--- src/rtl/complete_bus_arbiter.sv ---
// complete_bus_arbiter: round-robin sharing of NUM_BUS writeback complete buses
// among NUM_REQ requesters. Grants (req_ready) are combinational; bus outputs
// and the error flag are registered, one cycle after the grant.
// Vector ports are flattened: element i of req_tag occupies
// req_tag[i*TAG_W +: TAG_W], and the same layout is used for the other vectors.
// NUM_REQ must be a power of two and at least 2.
module complete_bus_arbiter #(
    parameter int unsigned NUM_REQ = 4,
    parameter int unsigned NUM_BUS = 2,
    parameter int unsigned DATA_W  = 32,
    parameter int unsigned TAG_W   = 6
) (
    input  logic                                CLK,
    input  logic                                nRST,
    output logic                                DUT_error,
    input  logic                                flush,
    input  logic [NUM_REQ-1:0]                  req_valid,
    input  logic [NUM_REQ*TAG_W-1:0]            req_tag,
    input  logic [NUM_REQ*DATA_W-1:0]           req_data,
    output logic [NUM_REQ-1:0]                  req_ready,
    output logic [NUM_BUS-1:0]                  bus_valid,
    output logic [NUM_BUS*TAG_W-1:0]            bus_tag,
    output logic [NUM_BUS*DATA_W-1:0]           bus_data,
    output logic [NUM_BUS*$clog2(NUM_REQ)-1:0]  bus_src
);

    localparam int unsigned SRC_W = $clog2(NUM_REQ);
    localparam int unsigned CNT_W = $clog2(NUM_BUS + 1);

    logic [TAG_W-1:0]  tag_in  [NUM_REQ];
    logic [DATA_W-1:0] data_in [NUM_REQ];

    logic [NUM_REQ-1:0] grant_c;
    logic [NUM_BUS-1:0] sel_vld;
    logic [SRC_W-1:0]   sel_src [NUM_BUS];
    logic [TAG_W-1:0]   sel_tag [NUM_BUS];
    logic [SRC_W-1:0]   last_c;
    logic [SRC_W-1:0]   idx;
    logic [CNT_W-1:0]   cnt;

    logic [SRC_W-1:0]   rr_ptr_q, rr_ptr_d;
    logic [NUM_BUS-1:0] bus_valid_q, bus_valid_d;
    logic [TAG_W-1:0]   bus_tag_q  [NUM_BUS];
    logic [TAG_W-1:0]   bus_tag_d  [NUM_BUS];
    logic [DATA_W-1:0]  bus_data_q [NUM_BUS];
    logic [DATA_W-1:0]  bus_data_d [NUM_BUS];
    logic [SRC_W-1:0]   bus_src_q  [NUM_BUS];
    logic [SRC_W-1:0]   bus_src_d  [NUM_BUS];
    logic               err_q, err_d;

    // Unpack the flattened requester vectors.
    always_comb begin
        for (int i = 0; i < NUM_REQ; i++) begin
            tag_in[i]  = req_tag[i*TAG_W +: TAG_W];
            data_in[i] = req_data[i*DATA_W +: DATA_W];
        end
    end

    // Round-robin scan from rr_ptr; the k-th valid requester found takes bus k.
    always_comb begin
        grant_c = '0;
        sel_vld = '0;
        last_c  = '0;
        idx     = '0;
        cnt     = '0;
        for (int k = 0; k < NUM_BUS; k++) begin
            sel_src[k] = '0;
            sel_tag[k] = '0;
        end
        for (int o = 0; o < NUM_REQ; o++) begin
            idx = rr_ptr_q + SRC_W'(o);
            if (!flush && req_valid[idx] && (cnt < CNT_W'(NUM_BUS))) begin
                grant_c[idx] = 1'b1;
                for (int k = 0; k < NUM_BUS; k++) begin
                    if (cnt == CNT_W'(k)) begin
                        sel_vld[k] = 1'b1;
                        sel_src[k] = idx;
                        sel_tag[k] = tag_in[idx];
                    end
                end
                cnt    = cnt + CNT_W'(1);
                last_c = idx;
            end
        end
    end

    assign req_ready = grant_c;

    // Next bus contents, pointer advance and tag-conflict check on granted requests.
    always_comb begin
        rr_ptr_d    = rr_ptr_q;
        bus_valid_d = sel_vld;
        err_d       = 1'b0;
        for (int k = 0; k < NUM_BUS; k++) begin
            bus_tag_d[k]  = bus_tag_q[k];
            bus_data_d[k] = bus_data_q[k];
            bus_src_d[k]  = bus_src_q[k];
        end
        if (|grant_c) begin
            rr_ptr_d = last_c + SRC_W'(1);
        end
        for (int k = 0; k < NUM_BUS; k++) begin
            if (sel_vld[k]) begin
                bus_tag_d[k]  = sel_tag[k];
                bus_data_d[k] = data_in[sel_src[k]];
                bus_src_d[k]  = sel_src[k];
                if (sel_tag[k] == '0) begin
                    err_d = 1'b1;
                end
                for (int j = 0; j < k; j++) begin
                    if (sel_vld[j] && (sel_tag[j] == sel_tag[k])) begin
                        err_d = 1'b1;
                    end
                end
            end
        end
    end

    // Bus registers, round-robin pointer and error flag.
    always_ff @(posedge CLK or negedge nRST) begin
        if (!nRST) begin
            rr_ptr_q    <= '0;
            bus_valid_q <= '0;
            err_q       <= 1'b0;
            for (int k = 0; k < NUM_BUS; k++) begin
                bus_tag_q[k]  <= '0;
                bus_data_q[k] <= '0;
                bus_src_q[k]  <= '0;
            end
        end else begin
            rr_ptr_q    <= rr_ptr_d;
            bus_valid_q <= bus_valid_d;
            err_q       <= err_d;
            for (int k = 0; k < NUM_BUS; k++) begin
                bus_tag_q[k]  <= bus_tag_d[k];
                bus_data_q[k] <= bus_data_d[k];
                bus_src_q[k]  <= bus_src_d[k];
            end
        end
    end

    // Repack registered bus state onto the flattened output ports.
    always_comb begin
        bus_valid = bus_valid_q;
        DUT_error = err_q;
        for (int k = 0; k < NUM_BUS; k++) begin
            bus_tag[k*TAG_W +: TAG_W]    = bus_tag_q[k];
            bus_data[k*DATA_W +: DATA_W] = bus_data_q[k];
            bus_src[k*SRC_W +: SRC_W]    = bus_src_q[k];
        end
    end

endmodule

--- config.mk ---
export PLATFORM = sky130hd
export DESIGN_NAME = complete_bus_arbiter
export DESIGN_NICKNAME = d
export VERILOG_FILES = /design/src/rtl/complete_bus_arbiter.sv
export SDC_FILE = /design/constraint.sdc
export NUM_CORES = 1
export LEC_CHECK = 0
export ABC_AREA = 1
export CORE_MARGIN = 1
export CORE_UTILIZATION = 42
export DETAILED_ROUTE_END_ITERATION = 12
export DONT_BUFFER_PORTS = 1
export SLEW_MARGIN = 40
export SYNTH_ARGS = -nofsm -noshare
export SYNTH_HDL_FRONTEND = slang
export SYNTH_SLANG_ARGS = --single-unit
--- constraint.sdc ---
create_clock -name CLK -period 4.2 [get_ports CLK]
set_clock_uncertainty 0.2 [all_clocks]
set_input_delay 0.63 -clock CLK [delete_from_list [all_inputs] [get_ports CLK]]
set_output_delay 0.63 -clock CLK [all_outputs]
set_load 0.05 [all_outputs]
**Word-level counts from Yosys, hierarchy flattened**

Index checks and enable logic that the tools add are counted.

- $add $sub $neg: 6
- Multiply operators: 0
- Bitwise logic cells: 9
- Multiplexer cells: 79
- Reductions and logical operators: 19
- Divide/modulo/power cells: 0
- Magnitude comparators: 17
- Shift operators: 0
- Eq/ne operators: 4

Operator list:

| kind | number |
|---|---|
| 32-bit binary-select mux with 2-bit select | 2 |
| 32-bit two-way mux | 4 |
| 6-bit two-way mux | 15 |
| 6-bit binary-select mux with 2-bit select | 4 |
| 12-bit two-way mux | 3 |
| 2-bit two-way mux | 15 |
| 4-bit two-way mux | 7 |
| 1-bit two-way mux | 21 |
| 3-bit greater-or-equal comparator (second input constant) | 6 |
| 2-bit inverter with 3-bit output | 6 |
| 1-bit logical AND | 12 |
| 6-bit zero test | 2 |
| 2-bit by 3-bit < comparator with 1-bit output (second input constant) | 4 |
| 4-bit OR | 3 |
| 2-bit by 1-bit adder with 2-bit output (second input constant) | 4 |
| 1-bit binary-select mux with 2-bit select | 4 |
| 1-bit demux with 2-bit select | 4 |
| 2-bit by 1-bit greater-or-equal comparator with 1-bit output (second input constant) | 4 |
| 2-bit by 1-bit == test with 1-bit output (second input constant) | 3 |
| 6-bit == test | 1 |
| 2-bit zero test | 3 |
| 2-bit < comparator (second input constant) | 3 |
| 2-bit adder (second input constant) | 2 |
| 4-bit OR reduction | 1 |
| 1-bit zero test | 1 |

- RAM bits: 0
- Output and inout bits: 87
- Logic and storage cells: 143
- Input port bits: 159
- Flip-flop bits (word level): 85
- ROM bits: 0
- Memories: 0
- Latch bits: 0

**Depth between registers and ports, before layout**

Gate-level depths: netlist of run 1.

- Depth in word-level cells: 19
- Depth in mapped cells: 24
- Gate-level depth less buffers: 22

**Worst setup path after synthesis of run 1**

Ideal clock, no wire load.

- Path type: register to output
- Start: register rr_ptr_q[0]
- End: output req_ready[1]
- Arrival time: 3373 ps
- Stages on the path, launching flop included: 12
- Setup slack: -3 ps
- Required time: 3370 ps
- Buffers on the path: 1
- Cell sequence: dfrtp_1 inv_2 clkbuf_1 ha_1 nand3_1 nand2_1 nor2_2 ha_1 nor2_1 nand4_2 nand3_4 o21ai_0

- Longest elaborated chain between the ends: 13
- Elaborated cells between the ends (all ways): 53
- Classes of those cells: 5 x add/sub; 11 x order compare; 23 x mux; 3 x bitwise; 11 x reduce/logical

RTL lines:

| what | line | text |
|---|---|---|
| start, declared | 41 | `logic [SRC_W-1:0] rr_ptr_q, rr_ptr_d;` |
| start signal, assigned | 131 | `rr_ptr_q <= rr_ptr_d;` |
| 1-bit binary-select mux with 2-bit select | 72 | `if (!flush && req_valid[idx] && (cnt < CNT_W'(NUM_BUS))) begin` |
| 1-bit two-way mux (not written as such) | 72 |  |
| 1-bit logical AND | 72 |  |
| 1-bit two-way mux | 72 |  |
| 2-bit < comparator | 72 |  |
| 1-bit logical AND | 72 |  |
| 2-bit two-way mux | 72 |  |
| 2-bit < comparator | 72 |  |
| 1-bit logical AND | 72 |  |
| 2-bit two-way mux | 72 |  |
| 2-bit < comparator | 72 |  |
| 1-bit logical AND | 72 |  |
| 4-bit two-way mux * | 72 |  |
| end, declared | 20 | `output logic [NUM_REQ-1:0] req_ready,` |

Mark *: on every way between the ends. The rest lies on a longest branch, timed or not. The select of a mux whose other input is x is not followed.

**Worst setup path after layout of run 1**

- Start: register rr_ptr_q[0]
- End: register err_q (netlist: DUT_error)

- Longest elaborated chain between the ends: 19
- Elaborated cells between the ends (all ways): 77
- Classes of those cells: 5 x add/sub; 3 x order compare; 4 x eq/ne; 48 x mux; 4 x bitwise; 13 x reduce/logical

RTL lines:

| what | line | text |
|---|---|---|
| 1-bit binary-select mux with 2-bit select | 72 |  |
| 1-bit two-way mux (not written as such) | 72 |  |
| 1-bit logical AND | 72 |  |
| 1-bit two-way mux | 72 |  |
| 2-bit < comparator | 72 |  |
| 1-bit logical AND | 72 |  |
| 2-bit two-way mux | 72 |  |
| 2-bit < comparator | 72 |  |
| (+4 left out) | -- |  |
| 12-bit two-way mux | 72 |  |
| 6-bit zero test | 107 | `if (sel_tag[k] == '0) begin` |
| 1-bit two-way mux | 107 |  |
| 1-bit two-way mux | 103 | `if (sel_vld[k]) begin` |
| 1-bit two-way mux | 107 |  |
| 1-bit two-way mux | 111 | `if (sel_vld[j] && (sel_tag[j] == sel_tag[k])) begin` |
| 1-bit two-way mux * | 103 |  |
| via err_d | 49 | `logic err_q, err_d;` |
| end signal, assigned | 133 | `err_q <= err_d;` |
| end, declared | 49 |  |

The timed path passes the listed nets; every way through them passes the cells marked *. The select of a mux whose other input is x is not followed.
A chain may end at the register's enable or synchronous reset.

==> out/metrics.cfg, run 1 <==
[run_status]
outcome=complete, but fails checks
violations=negative hold slack

[clock_tree]
clock_latency_ns=0.35
clock_sinks=85
clockRootBuffer=clkbuf_16
cts_buffers=9
clk_path_buf_depth=2
htree_levels=3
clk_pin_slew_ns=0.07
cts_tree=built

[global_route]
grt_use_met2=0.4384
grt_max_degree=86
met3_usage=0.07620
gr-usage-all-layers=0.2788
grt_first_pass_wirelength_mm=39.46
grt.busiest_layer=met2
antenna_found_initial=0
overflow=0
first_global_vias=7159
met1_usage=0.3706

[route]
postRouteAntennaNets=0
wl_per_cell_um=16.96
remaining_drc_errors=0
drtIter0Drc=518
vias=7697
vias_per_cell=5.247
first_pass_iters=8
wirelength_mm=24.88

[cells_and_area]
nets=1406
area_growth_pct=7.171
final_common_cell=nand2_1
drive_above_1_share=0.06924
antenna_cells=0
stdcell_count=1467
fill_cells=1843
layout_common_cells=624 x nand2_1, 157 x inv_1, 94 x nand3_1

[logic_synthesis]
yosysWarnings=0
avgSynthCellArea_um2=5.825
synth_nets=1436
yosysSeqAreaShare=0.2882
ys_types=33
ys.flop_type=dfrtp_1
synth_seq_cells=85
synth_cells=1267
ys_async_sr_fraction=1.000
syn_area_mm2=0.007381
synth_edf_count=0

[floorplan]
die_h_um=134.6
core_region_area_mm2=0.01724
initial_core_util=0.4282
io_pins=246
std_cell_rows=48
die_area_mm2=0.01811
die_w_um=134.6

[place]
port_buffers=0
routabilityCongestion=0.9545
dpl.cell_count=1448
hpwl_mm=18.14

[worst_setup_path]
crit_type=flip-flop to flip-flop
cpPeakStageDelay_ns=0.38
worstPathRequired_ns=4.28
start_kind=flip-flop
crit_chain=inv_2 > ha_1 > nor2_1 > inv_1 > nand2_1 > ha_1 > inv_1 > nand4_2 > nand3_4 > inv_2 > nand2_1 > nand3_2 > clkinvlp_4 > nor2_1 > nand3_1 > nor2_1 > nor2_1 > nand2_1
cp_data_arrival_time_ns=3.95
cp_slowest_cell=dfrtp_1
worstReg2RegStart=rr_ptr_q[0]
path_max_fanout=15
endpoint_kind=flip-flop
cpMostUsedCell=nor2_1
critPathLaunch=rr_ptr_q[0]

[sta]
final_hold_viol_count=23
fmax_ghz=0.2585
finalCriticalPeriod_ns=3.868
worst_slew_pin_slew_ns=0.6441
holdWs_ns=-0.02616
final_max_slew_viol_count=0
rsz0062_at_grt=false
fin_crit_sh=0.9209
finalSetupViolCount=0
slew_headroom=0.5705

[job]
drv_cap=0

[worst_hold_path]
hold_class=primary input to asynchronous set/reset pin

[cells by family (layout without fill, tap and decap cells)]
logic type / count (synthesis) / count (layout) / share of synthesized area
DFF: 85 / 85 / 0.2882
AOI/OAI and AO/OA: 144 / 144 / 0.1219
buffers and inverters: 232 / 207 / 0.1331
and+or+nand+nor: 796 / 796 / 0.4399
adders and majority gates: 10 / 10 / 0.01695
[per-layer routing]
layer / wire (µm) / part of all wire
met1: 11000 / 0.44
met2: 11050 / 0.44
met3: 2227 / 0.090
met4: 600 / 0.024
met5: 0 / 0
[worst max-delay path, delay by kind of cell, from the launching register on]
family                   cells  cell delay [ns]
buffers and inverters        5             0.81
adder cells (fa/ha/maj)      2             0.58
flip-flops                   1             0.38
AND/OR/NAND/NOR             11             1.81
[registers in the layout, indices dropped and copies added, names as in the netlist]
| signal | count |
|---|---|
| bus_valid | 2 |
| bus_tag | 12 |
| DUT_error | 1 |
| bus_src | 4 |
| bus_data | 64 |
| rr_ptr_q | 2 |
[final cells by class]
cell class / count / area (µm²) / share of cell area
Multi-Input combinational cell: 950 / 4318 / 0.5459
Clock inverter: 5 / 42.54 / 0.005378
Clock buffer: 11 / 252.7 / 0.03195
Tap cell: 225 / 281.5 / 0.03559
Sequential cell: 85 / 2127 / 0.2689
Timing Repair Buffer: 26 / 260.3 / 0.03290
Inverter: 165 / 628.1 / 0.07941
[synthesized netlist by cell type, types with 4 or more instances]
cell | number | area (µm²)
o22ai_1 | 7 | 43.79
buf_6 | 5 | 56.30
buf_2 | 42 | 210.2
clkbuf_1 | 12 | 45.04
or2_2 | 9 | 56.30
o211ai_1 | 57 | 427.9
nand2_1 | 624 | 2342
o21ai_0 | 57 | 285.3
ha_1 | 10 | 125.1
dfrtp_1 | 85 | 2127
inv_1 | 158 | 593.1
nor2_2 | 4 | 25.02
nand3_1 | 94 | 470.5
a21oi_1 | 10 | 50.05
inv_2 | 6 | 22.52
nor2_1 | 45 | 168.9
nand2_2 | 4 | 25.02
nand3_2 | 4 | 40.04
buf_4 | 5 | 37.54
o21ai_1 | 5 | 25.02
[final timing paths]
| check | end | slack [ns] | cells past startpoint |
|---|---|---|---|
| setup reg to reg | DUT_error | 0.33 | 18 |
| hold / removal | bus_data[48] | -0.03 | 1 |
| hold reg to reg | rr_ptr_q[0] | 0.48 | 2 |
| setup / recovery | DUT_error | 0.33 | 18 |
| min in group CLK | bus_data[0] | 0.26 | 2 |
| max in group asynchronous | bus_data[0] | 3.43 | 1 |
[through the flow]
step | area [µm²] | util | setup TNS (ns) | hold slack (ns) | setup WS, ns
6_report | 7910 | 0.4589 | 0 | -0.02616 | 0.3321
3_5_place_dp | 7547 | 0.4379 | -0.005454 | 0.1377 | -0.005454
5_1_grt | 7910 | 0.4589 | 0 | 0.002796 | 0.02039
4_1_cts | 7878 | 0.4570 | 0 | 0.009895 | 0.09037
3_3_place_gp | 7532 | 0.4370 | 0 | 0.1376 | 0.07496
2_1_floorplan | 7381 | - | -0.01123 | 0.1344 | -0.003153
[what timing repair did]
item / in CTS / in global routing
hold buffers: 1 / 0
hold endpoints to repair: 85 / 0
resized for setup: 0 / 7
buffers inserted: 1 / 1
setup endpoints to repair: 1 / 64
pin swaps: 1 / 1
Power of run 1 is not shown: default switching activity piles up to over one toggle a cycle in this logic, so the estimate is an artifact.
==> run 2: changes to the inputs <==
--- a/config.mk
+++ b/config.mk
@@ -5,11 +5,11 @@
 export SDC_FILE = /design/constraint.sdc
 export NUM_CORES = 1
 export LEC_CHECK = 0
-export ABC_AREA = 1
 export CORE_MARGIN = 1
 export CORE_UTILIZATION = 42
 export DETAILED_ROUTE_END_ITERATION = 12
 export DONT_BUFFER_PORTS = 1
+export GPL_TIMING_DRIVEN = 0
 export SLEW_MARGIN = 40
 export SYNTH_ARGS = -nofsm -noshare
 export SYNTH_HDL_FRONTEND = slang
==> run 2 against run 1 <==
The flow still finishes with violations (negative hold slack). Worst setup slack got worse by 0.25 ns. Wire length fell by 1.9%. Critical path type unchanged. Synthesized cell count fell by 40%. Sequential share of layout area rose by 0.10 points. Utilization rose by 5.6 points. First-iteration DRC count fell by 9.5%. Critical path depth rose by 2. Sequential cell count did not move.
==> out/metrics.cfg, run 2 <==
[run_status]
outcome=complete, but fails checks
violations=negative hold slack

[logic_synthesis]
yosysSeqAreaShare=0.3203  ; +0.03215
synth_top_area_share=0.3203  ; +0.002990
ys_types=59  ; +79%
synth_edf_count=0  ; unchanged
synthTopCellsByArea=dfrtp_1 32%, mux2i_1 12%, nand2_1 11%
avgSynthCellArea_um2=8.795  ; +51%
syn_area_mm2=0.006640  ; -10%
post-synth-top-count-cell=nand2_1
synth_cells=755  ; -40%
ys_async_sr_fraction=1.000  ; unchanged
synth.largest_area_cell=dfrtp_1
synth_seq_cells=85  ; unchanged
synth_nets=924  ; -36%
ys.flop_type=dfrtp_1
synth_common_cells=192 x nand2_1, 85 x dfrtp_1, 78 x mux2i_1, 55 x a21oi_1, 44 x mux2_2
yosysWarnings=0  ; unchanged

[place]
place_ws_ns=-1.106  ; -1.101 ns
dpl.cell_count=966  ; -33%
port_buffers=0  ; unchanged
routabilityCongestion=0.8745  ; -8.4%
hpwl_mm=18.16  ; +0.12%

[global_route]
antenna_found_initial=0  ; unchanged
grt_first_pass_wirelength_mm=35.62  ; -9.7%
grt_max_degree=86  ; unchanged
overflow=0  ; unchanged
gr-usage-all-layers=0.2886  ; +0.009827
first_global_vias=6342  ; -11%

[clock_tree]
clockRootBuffer=clkbuf_16
clock_latency_ns=0.34  ; about the same
clk_path_buf_depth=2  ; unchanged
htree_levels=3  ; unchanged
clock_sinks=85  ; unchanged
cts_buffers=9  ; unchanged
cts_tree=built
clk_pin_slew_ns=0.07  ; about the same

[route]
vias=6246  ; -19%
wl_per_cell_um=24.52  ; +45%
drtIter0Drc=469  ; -9.5%
first_pass_iters=5  ; -3
postRouteAntennaNets=0  ; unchanged
vias_per_cell=6.277  ; +20%
wirelength_mm=24.40  ; -1.9%
remaining_drc_errors=0  ; unchanged

[worst_setup_path]
path_max_fanout=10  ; -5
crit_type=flip-flop to flip-flop
endpoint_kind=flip-flop
worstPathRequired_ns=4.21  ; -0.07 ns
cp_data_arrival_time_ns=4.13  ; +0.18 ns
start_kind=flip-flop

[sta]
worst_slew_pin_slew_ns=0.6442  ; +0.00008392 ns
final_hold_viol_count=8  ; -65%
fmax_ghz=0.2428  ; -6.1%
final_max_slew_viol_count=0  ; unchanged
fin_crit_sh=0.9807  ; +0.05981
finalSetupViolCount=0  ; unchanged
holdWs_ns=-0.01725  ; +0.008915 ns
slew_headroom=0.5705  ; about the same
timing.final.ws_setup_ns=0.08093  ; -0.2512 ns
finalCriticalPeriod_ns=4.119  ; +0.2512 ns

[job]
drv_cap=0  ; unchanged

[cells_and_area]
final_common_cell=nand2_1
area_growth_pct=18.82
largest_reg_flops=64  ; unchanged
layout_common_cells=184 x nand2_1, 83 x dfrtp_1, 73 x mux2i_1
nets=950  ; -32%
stdcell_count=995  ; -32%
antenna_cells=0  ; unchanged
drive_above_1_share=0.2423  ; +0.1731
fill_cells=1430  ; -22%

[worst_hold_path]
hold_class=primary input to asynchronous set/reset pin

[floorplan]
die_h_um=127.7  ; -5.1%
core_region_area_mm2=0.01531  ; -11%
initial_core_util=0.4336  ; +0.005370
die_area_mm2=0.01632  ; -9.9%
io_pins=246  ; unchanged
std_cell_rows=45  ; -6.3%
die_w_um=127.7  ; -5.1%

[run 2: changes by cell type in the layout (fill, tap and decap cells not counted), moves of 12 or more]
cell and change:
a211o_1 +24, mux4_2 +21, nand3_1 -90, o21ai_0 -23
o211ai_1 -56, nand2_1 -440, mux2_2 +44, mux2i_1 +73
buf_6 +12, a21oi_1 +43, inv_1 -155
[run 2: what timing repair did]
item,4_1_cts,5_1_grt
cloned,0,1
endpoints found under the hold margin,85,0
endpoints found under the setup margin,89,78
hold buffers,1,0
setup buffers,8,8
pin swaps,4,7
resized for setup,66,36
[run 2: critical path, stage by stage (launching register included)]
cell,delay (ns)
dfrtp_2,0.43
buf_12,0.16
buf_12,0.13
inv_6,0.07
ha_1,0.24
buf_6,0.13
or2_4,0.25
o2bb2ai_4,0.17
buf_8,0.14
inv_2,0.06
ha_4,0.29
and4b_1,0.23
o211ai_4,0.19
buf_12,0.16
nand3_2,0.09
a32o_2,0.27
clkbuf_8,0.19
buf_6,0.16
nand2_1,0.07
a21oi_1,0.07
a211o_1,0.27
[run 2: path summary, 6_finish.rpt]
path,from,to,slack [ns],cells past startpoint
worst max register to register,rr_ptr_q[0],bus_data[58],0.08,20
worst min register to register,bus_tag[6],bus_tag[6],0.58,2
worst min-delay path,nRST,bus_data[53],-0.02,1
max in group asynchronous,nRST,rr_ptr_q[1],3.43,1
min in group CLK,req_data[45],bus_data[45],0.24,2
worst max-delay path,rr_ptr_q[0],bus_data[58],0.08,20
[run 2: cell type report]
| class | count | area (µm²) | area share |
|---|---|---|---|
| tap | 211 | 264.0 | 0.03346 |
| timing repair buffer | 18 | 197.7 | 0.02506 |
| clock buffer | 10 | 229.0 | 0.02902 |
| sequential | 85 | 2130 | 0.2699 |
| clock inverter | 4 | 98.84 | 0.01253 |
| inverter | 8 | 43.79 | 0.005550 |
| buffer | 55 | 484.2 | 0.06137 |
| multi-input combinational | 604 | 4443 | 0.5631 |
[run 2: stage by stage]
step / util / TNS [ns] / cell area [µm²]
2_1_floorplan: - / 0 / 6793
3_3_place_gp: 0.4608 / -70.14 / 7057
3_5_place_dp: 0.4608 / -75.09 / 7057
4_1_cts: 0.5016 / 0 / 7681
5_1_grt: 0.5152 / -0.3007 / 7890
6_report: 0.5152 / 0 / 7890
[run 2: cells by family (layout without fill, tap and decap cells)]
| logic type | Yosys count | count (layout) | synth area share |
|---|---|---|---|
| mux | 143 | 143 | 0.2634 |
| flops | 85 | 85 | 0.3203 |
| simple gates | 261 | 261 | 0.1621 |
| xor+xnor | 7 | 7 | 0.009233 |
| fa+ha+maj | 10 | 10 | 0.01884 |
| compound gates | 183 | 183 | 0.1786 |
| buf+inv | 66 | 95 | 0.04748 |
[run 2: routing by layer]
| metal | GRT usage | vias up | routed length, µm |
|---|---|---|---|
| met1 | 0.3314 | 3045 | 9082 |
| met3 | 0.08932 | 62 | 2512 |
| met4 | 0.1156 | 0 | 793 |
| met5 | 0 | - | 0 |
| li1 | - | 2774 | - |
| met2 | 0.4997 | 365 | 12010 |
Power of run 2 is left out for the same reason.
